==> src/rtl/onchipmem_sample_reader.sv <==
// onchipmem_sample_reader: Avalon-MM read master that streams stereo PCM words through a small FIFO.
// Define SAMPLE_READER_LOOP_EN to add a loop input that replays the window until stop.
module onchipmem_sample_reader #(
  parameter int ADDR_W     = 16,
  parameter int FIFO_DEPTH = 4
) (
  input  logic              clk,
  input  logic              reset_n,
  input  logic              start,
  input  logic              stop,
`ifdef SAMPLE_READER_LOOP_EN
  input  logic              loop,
`endif
  input  logic [ADDR_W-1:0] base_addr,
  input  logic [ADDR_W:0]   num_words,
  output logic [ADDR_W-1:0] mem_address,
  output logic              mem_chipselect,
  output logic              mem_clken,
  input  logic [31:0]       mem_readdata,
  output logic [15:0]       sample_left,
  output logic [15:0]       sample_right,
  output logic              sample_valid,
  input  logic              sample_ready,
  output logic              busy,
  output logic              done
);
  localparam int PW = $clog2(FIFO_DEPTH);
  localparam int CW = PW + 1;
  localparam logic [ADDR_W-1:0] ONE_A = 1;
  localparam logic [ADDR_W:0]   ONE_W = 1;
  typedef enum logic [1:0] {IDLE, FETCH, DRAIN} state_t;
  state_t state, state_nxt;
  logic [ADDR_W-1:0] base_q, cur, last;
  logic [ADDR_W:0]   words_q, rem;
  logic loop_q, inflight, zero_done, issue, empty, last_word, accept, abort, push, pop;
  logic [PW-1:0] wr_ptr, rd_ptr;
  logic [CW-1:0] count;
  logic [31:0] fifo [FIFO_DEPTH];
  assign accept    = state == IDLE && start && !stop;
  assign abort     = state != IDLE && stop;
  assign empty     = count == '0 && !inflight;
  assign last_word = rem == ONE_W;
  assign push      = inflight;
  assign pop       = sample_valid && sample_ready;
  always_ff @(posedge clk or negedge reset_n)
    if (!reset_n) state <= IDLE;
    else state <= state_nxt;
  always_comb begin
    state_nxt = state;
    if (abort) state_nxt = IDLE;
    else if (accept && num_words != '0) state_nxt = FETCH;
    else if (state == FETCH && issue && last_word && !loop_q) state_nxt = DRAIN;
    else if (state == DRAIN && empty) state_nxt = IDLE;
  end
  // A read is allowed only while FIFO slots not yet claimed by data or an in-flight read remain.
  always_comb begin
    issue          = state == FETCH && !stop && (count + CW'(inflight)) < CW'(FIFO_DEPTH);
    mem_chipselect = issue;
    mem_address    = issue ? cur : last;
    busy           = state != IDLE;
    done           = zero_done || (state == DRAIN && empty && !stop);
  end
  always_ff @(posedge clk or negedge reset_n)
    if (!reset_n) begin
      mem_clken <= 1'b0;
      base_q    <= '0;
      words_q   <= '0;
      cur       <= '0;
      last      <= '0;
      rem       <= '0;
      inflight  <= 1'b0;
      zero_done <= 1'b0;
    end else begin
      mem_clken <= 1'b1;
      zero_done <= accept && num_words == '0;
      inflight  <= issue;
      if (accept) begin
        base_q  <= base_addr;
        words_q <= num_words;
        cur     <= base_addr;
        rem     <= num_words;
      end else if (issue) begin
        last <= cur;
        cur  <= last_word && loop_q ? base_q : cur + ONE_A;
        rem  <= last_word && loop_q ? words_q : rem - ONE_W;
      end
    end
`ifdef SAMPLE_READER_LOOP_EN
  always_ff @(posedge clk or negedge reset_n)
    if (!reset_n) loop_q <= 1'b0;
    else if (accept) loop_q <= loop;
`else
  assign loop_q = 1'b0;
`endif
  always_ff @(posedge clk or negedge reset_n)
    if (!reset_n) begin
      wr_ptr <= '0;
      rd_ptr <= '0;
      count  <= '0;
      for (int i = 0; i < FIFO_DEPTH; i++) fifo[i] <= '0;
    end else if (abort) begin
      wr_ptr <= '0;
      rd_ptr <= '0;
      count  <= '0;
    end else begin
      if (push) begin
        fifo[wr_ptr] <= mem_readdata;
        wr_ptr       <= wr_ptr + PW'(1);
      end
      if (pop) rd_ptr <= rd_ptr + PW'(1);
      count <= count + CW'(push) - CW'(pop);
    end
  assign sample_valid = count != '0;
  assign sample_left  = fifo[rd_ptr][31:16];
  assign sample_right = fifo[rd_ptr][15:0];
endmodule

==> config.mk <==
export PLATFORM = sky130hd
export DESIGN_NAME = onchipmem_sample_reader
export DESIGN_NICKNAME = d
export VERILOG_FILES = /design/src/rtl/onchipmem_sample_reader.sv
export SDC_FILE = /design/constraint.sdc
export NUM_CORES = 1
export LEC_CHECK = 0
export BUFFER_PORTS_ARGS = -buffer_cell sky130_fd_sc_hd__buf_2
export CAP_MARGIN = 20
export CORE_MARGIN = 2
export CORE_UTILIZATION = 50
export DETAILED_ROUTE_END_ITERATION = 12
export GPL_TIMING_DRIVEN = 0
export HOLD_SLACK_MARGIN = 0.05
export PLACE_DENSITY = 0.74
export SETUP_SLACK_MARGIN = 0.5
export SKIP_LAST_GASP = 1
export SLEW_MARGIN = 40
export SYNTH_ARGS = -nofsm -noshare
export SYNTH_HDL_FRONTEND = slang
export SYNTH_SLANG_ARGS = --single-unit
export TNS_END_PERCENT = 5
==> constraint.sdc <==
create_clock -name clk -period 1.9 [get_ports clk]
set_input_delay 0.095 -clock clk [delete_from_list [all_inputs] [get_ports clk]]
set_output_delay 0.095 -clock clk [all_outputs]
set_load 0.05 [all_outputs]
==> flow_summary.yaml <==
status:
  status: "finished, violations left"
  violations: "negative setup slack"
drt:
  vias: 6566
  drtIter0Drc: 417
  drc_errors: 0
  wire_per_inst_um: 18.6
  viasPerCell: 5.70
  final_antenna_net_count: 0
  first_pass_iters: 6
  routed_wl_um: 21400
clock_tree:
  path_clk_slew_ns: 0.07
  cts_buffers: 17
  worstSkewPairLatency_ns: 0.43
  numClockSinks: 189
  root_buffer: "clkbuf_16"
  cts_tree: "yes"
  cts.path.max_buffers: 2
  cts_max_level: 4
cells_and_area:
  fin_nets: 995
  stdcell_area_um2: 11800
  syn_to_final_growth_pct: 32.7
  drive_gt1_frac: 0.449
  n_fill_cell: 1226
  multiInputGateArea_um2: 4230
  seq_area_um2: 4730
  mostFrequentLayoutCell: "dfrtp_1"
  final_cell_mix: "189 x dfrtp_1, 129 x mux2_2, 105 x buf_2"
place:
  placed_area_um2: 9980
  hpwlAfterDp_um: 13500
  place.gp.congestion: 0.870
  port_buffers: 122
synth:
  synth-edff-count: 0
  syn_avg_cell_area_um2: 12.9
  synth.net_count: 769
  ys_async_sr_fraction: 1.00
  synth_area_leaders: "dfrtp_1 53%, mux2_2 16%, mux4_2 8.1%, nand2_1 4.1%, ha_1 1.6%"
  ys_seq_elements: 189
  synth_largest_area_cell: "dfrtp_1"
  ys_types: 60
  synth_top_area_frac: 0.533
  seq_area_frac_synth: 0.533
  syn_area_um2: 8870
  syn-instance-count: 688
  yosys_most_used_dff: "dfrtp_1"
  synth_warnings: 0
timing:
  max_freq_mhz: 441
  finalCritPeriodShare: 1.19
  finalHoldViolations: 0
  slew_violations: 0
  setup_viol: 201
  final.setup.worst_slack_ns: -0.370
  rsz0062_at_grt: "yes"
  finalSetupTns_ns: -43.35
  slew_headroom: 0.433
  worst_clock_skew_ns: 0.0132
  worst_slew_pin_slew_ns: 0.850
  finalCriticalPeriod_ns: 2.27
min_path:
  min_path_type: "input port to flop"
grt:
  grt_max_degree: 76
  grt_antenna_before_repair: 1
  grt_pass1_wl_um: 34200
  grt.overflow.total: 0
  grt_pass1_vias: 6733
  track_usage: 0.237
run:
  maxCapViolations: 0
floorplanning:
  die_x_um: 137
  die-area_um2: 18800
  core_um2: 17300
  io_pins: 123
  rows: 48
  die_h_um: 137
  start_util: 0.513
setup_path:
  critical_path_arrival_ns: 2.17
  cp_max_fo: 7
  cpPeakStageDelay_ns: 0.39
  critPathRequiredTime_ns: 1.80
  crit_slowest_cell: "dfrtp_1"
  crit_path_end_kind: "primary output"
  crit_type: "flop to primary output"
  path_cells: "ha_2 -> ha_4 -> xnor2_4 -> nand2_2 -> inv_2 -> buf_12 -> buf_12 -> nand2_4 -> nand2_4 -> buf_8"
  start_kind: "flop"
pwr:
  powerDensity_nw_per_um2: 1660
  cellLeakagePower_nw: 5.47
  irDropWorstVdd_mv: 1.29
[cell families after synthesis]
group | after synthesis | share of synthesized area
AO/OA/AOI/OAI | 57 | 0.0503
XOR/XNOR | 11 | 0.0109
adder cells (fa/ha/maj) | 11 | 0.0155
buffers and inverters | 49 | 0.0276
flip-flops | 189 | 0.533
multiplexers | 165 | 0.249
other | 1 | 0.000423
AND/OR/NAND/NOR | 205 | 0.113
[path summary, 6_finish.rpt]
kind                                      from                     to  slack (ns)  cells past startpoint
max reg2reg                 inflight$_DFF_PN0_     cur[8]$_DFFE_PN0P_       -0.36                      8
max                         inflight$_DFF_PN0_        mem_address[14]       -0.37                     10
min in group asynchronous              reset_n  fifo[103]$_DFFE_PN0P_        0.21                      2
min reg2reg                last[0]$_DFFE_PN0N_    last[0]$_DFFE_PN0N_        0.49                      2
max in group asynchronous              reset_n  fifo[119]$_DFFE_PN0P_        0.91                      3
min                                       stop   state[0]$_DFFE_PN0P_        0.13                      3
[metal layers]
metal,wire [um],GRT usage,vias to the layer above,share of wire
met2,10700,0.399,220,0.50
met1,9280,0.308,3311,0.43
li1,-,-,2997,-
met3,957,0.0453,38,0.045
met5,0,0,-,0
met4,427,0.0813,0,0.020
[power by group]
part | total (mW) | internal [mW] | switching, mW | leakage [nW]
clock | 3.42 | 1.85 | 1.57 | 0.260
sequential | 6.82 | 5.73 | 1.08 | 2.40
combinational | 9.27 | 3.86 | 5.41 | 2.81
total | 19.5 | 11.4 | 8.06 | 5.47
[final cells by class]
cell class                 count  area share
antenna                        1    0.000212
buffer                        38      0.0246
clock buffer                  20      0.0379
clock inverter                11     0.00924
inverter                      11     0.00351
multi-input combinational    450       0.359
sequential                   189       0.402
tap                          225      0.0239
timing repair buffer         207       0.140
[Yosys cell counts (all sizes together), types with 2 or more instances]
master,n
dfrtp,189
mux2,129
nand2,96
mux4,32
nand3,26
nor2,22
clkbuf,21
buf,17
o21ai,13
nand4,12
ha,11
inv,11
nor3,10
nor4,9
o211ai,8
o311ai,8
or4,7
xnor2,7
a221o,5
and2,5
a21oi,4
a22oi,4
mux2i,4
or2,4
xor2,4
or3,3
a21o,2
a2bb2oi,2
nor2b,2
nor4b,2
o31a,2
[timing repair]
item | 4_1_cts | 5_1_grt
hold buffers | 67 | 0
endpoints found under the setup margin | 238 | 240
resized for setup | 111 | 13
pin swaps | 9 | 9
setup buffers | 12 | 3
gates cloned | 1 | 0
endpoints found under the hold margin | 226 | 0
[critical path, delay by kind of cell, from the launching register on]
kind | cells | cell delay (ns)
DFF | 1 | 0.39
adders and majority gates | 2 | 0.38
xor gates and xnor gates | 1 | 0.18
buffers and inverters | 4 | 0.54
and+or+nand+nor | 3 | 0.24
[flip-flops by register name (all words and copies together) (netlist names)]
name / flops
rd_ptr: 2
mem_clken: 1
cur: 16
rem: 17
state: 2
zero_done: 1
count: 3
inflight: 1
last: 16
wr_ptr: 2
fifo: 128
[stage by stage]
step	worst slack (ns)	total power, mW	hold WS (ns)	utilization	std cells
finish	-0.370	19.5	0.132	0.681	1152
global route	-0.461	20.6	0.124	0.681	1152
CTS	-0.401	19.5	0.0980	0.675	1148
detailed placement	-0.518	15.2	0.0878	0.577	1037
global placement	-2.44	14.9	0.306	0.573	1035
floorplan	-0.0818	13.3	-0.201	-	688
(Power assumes the default switching activity.)
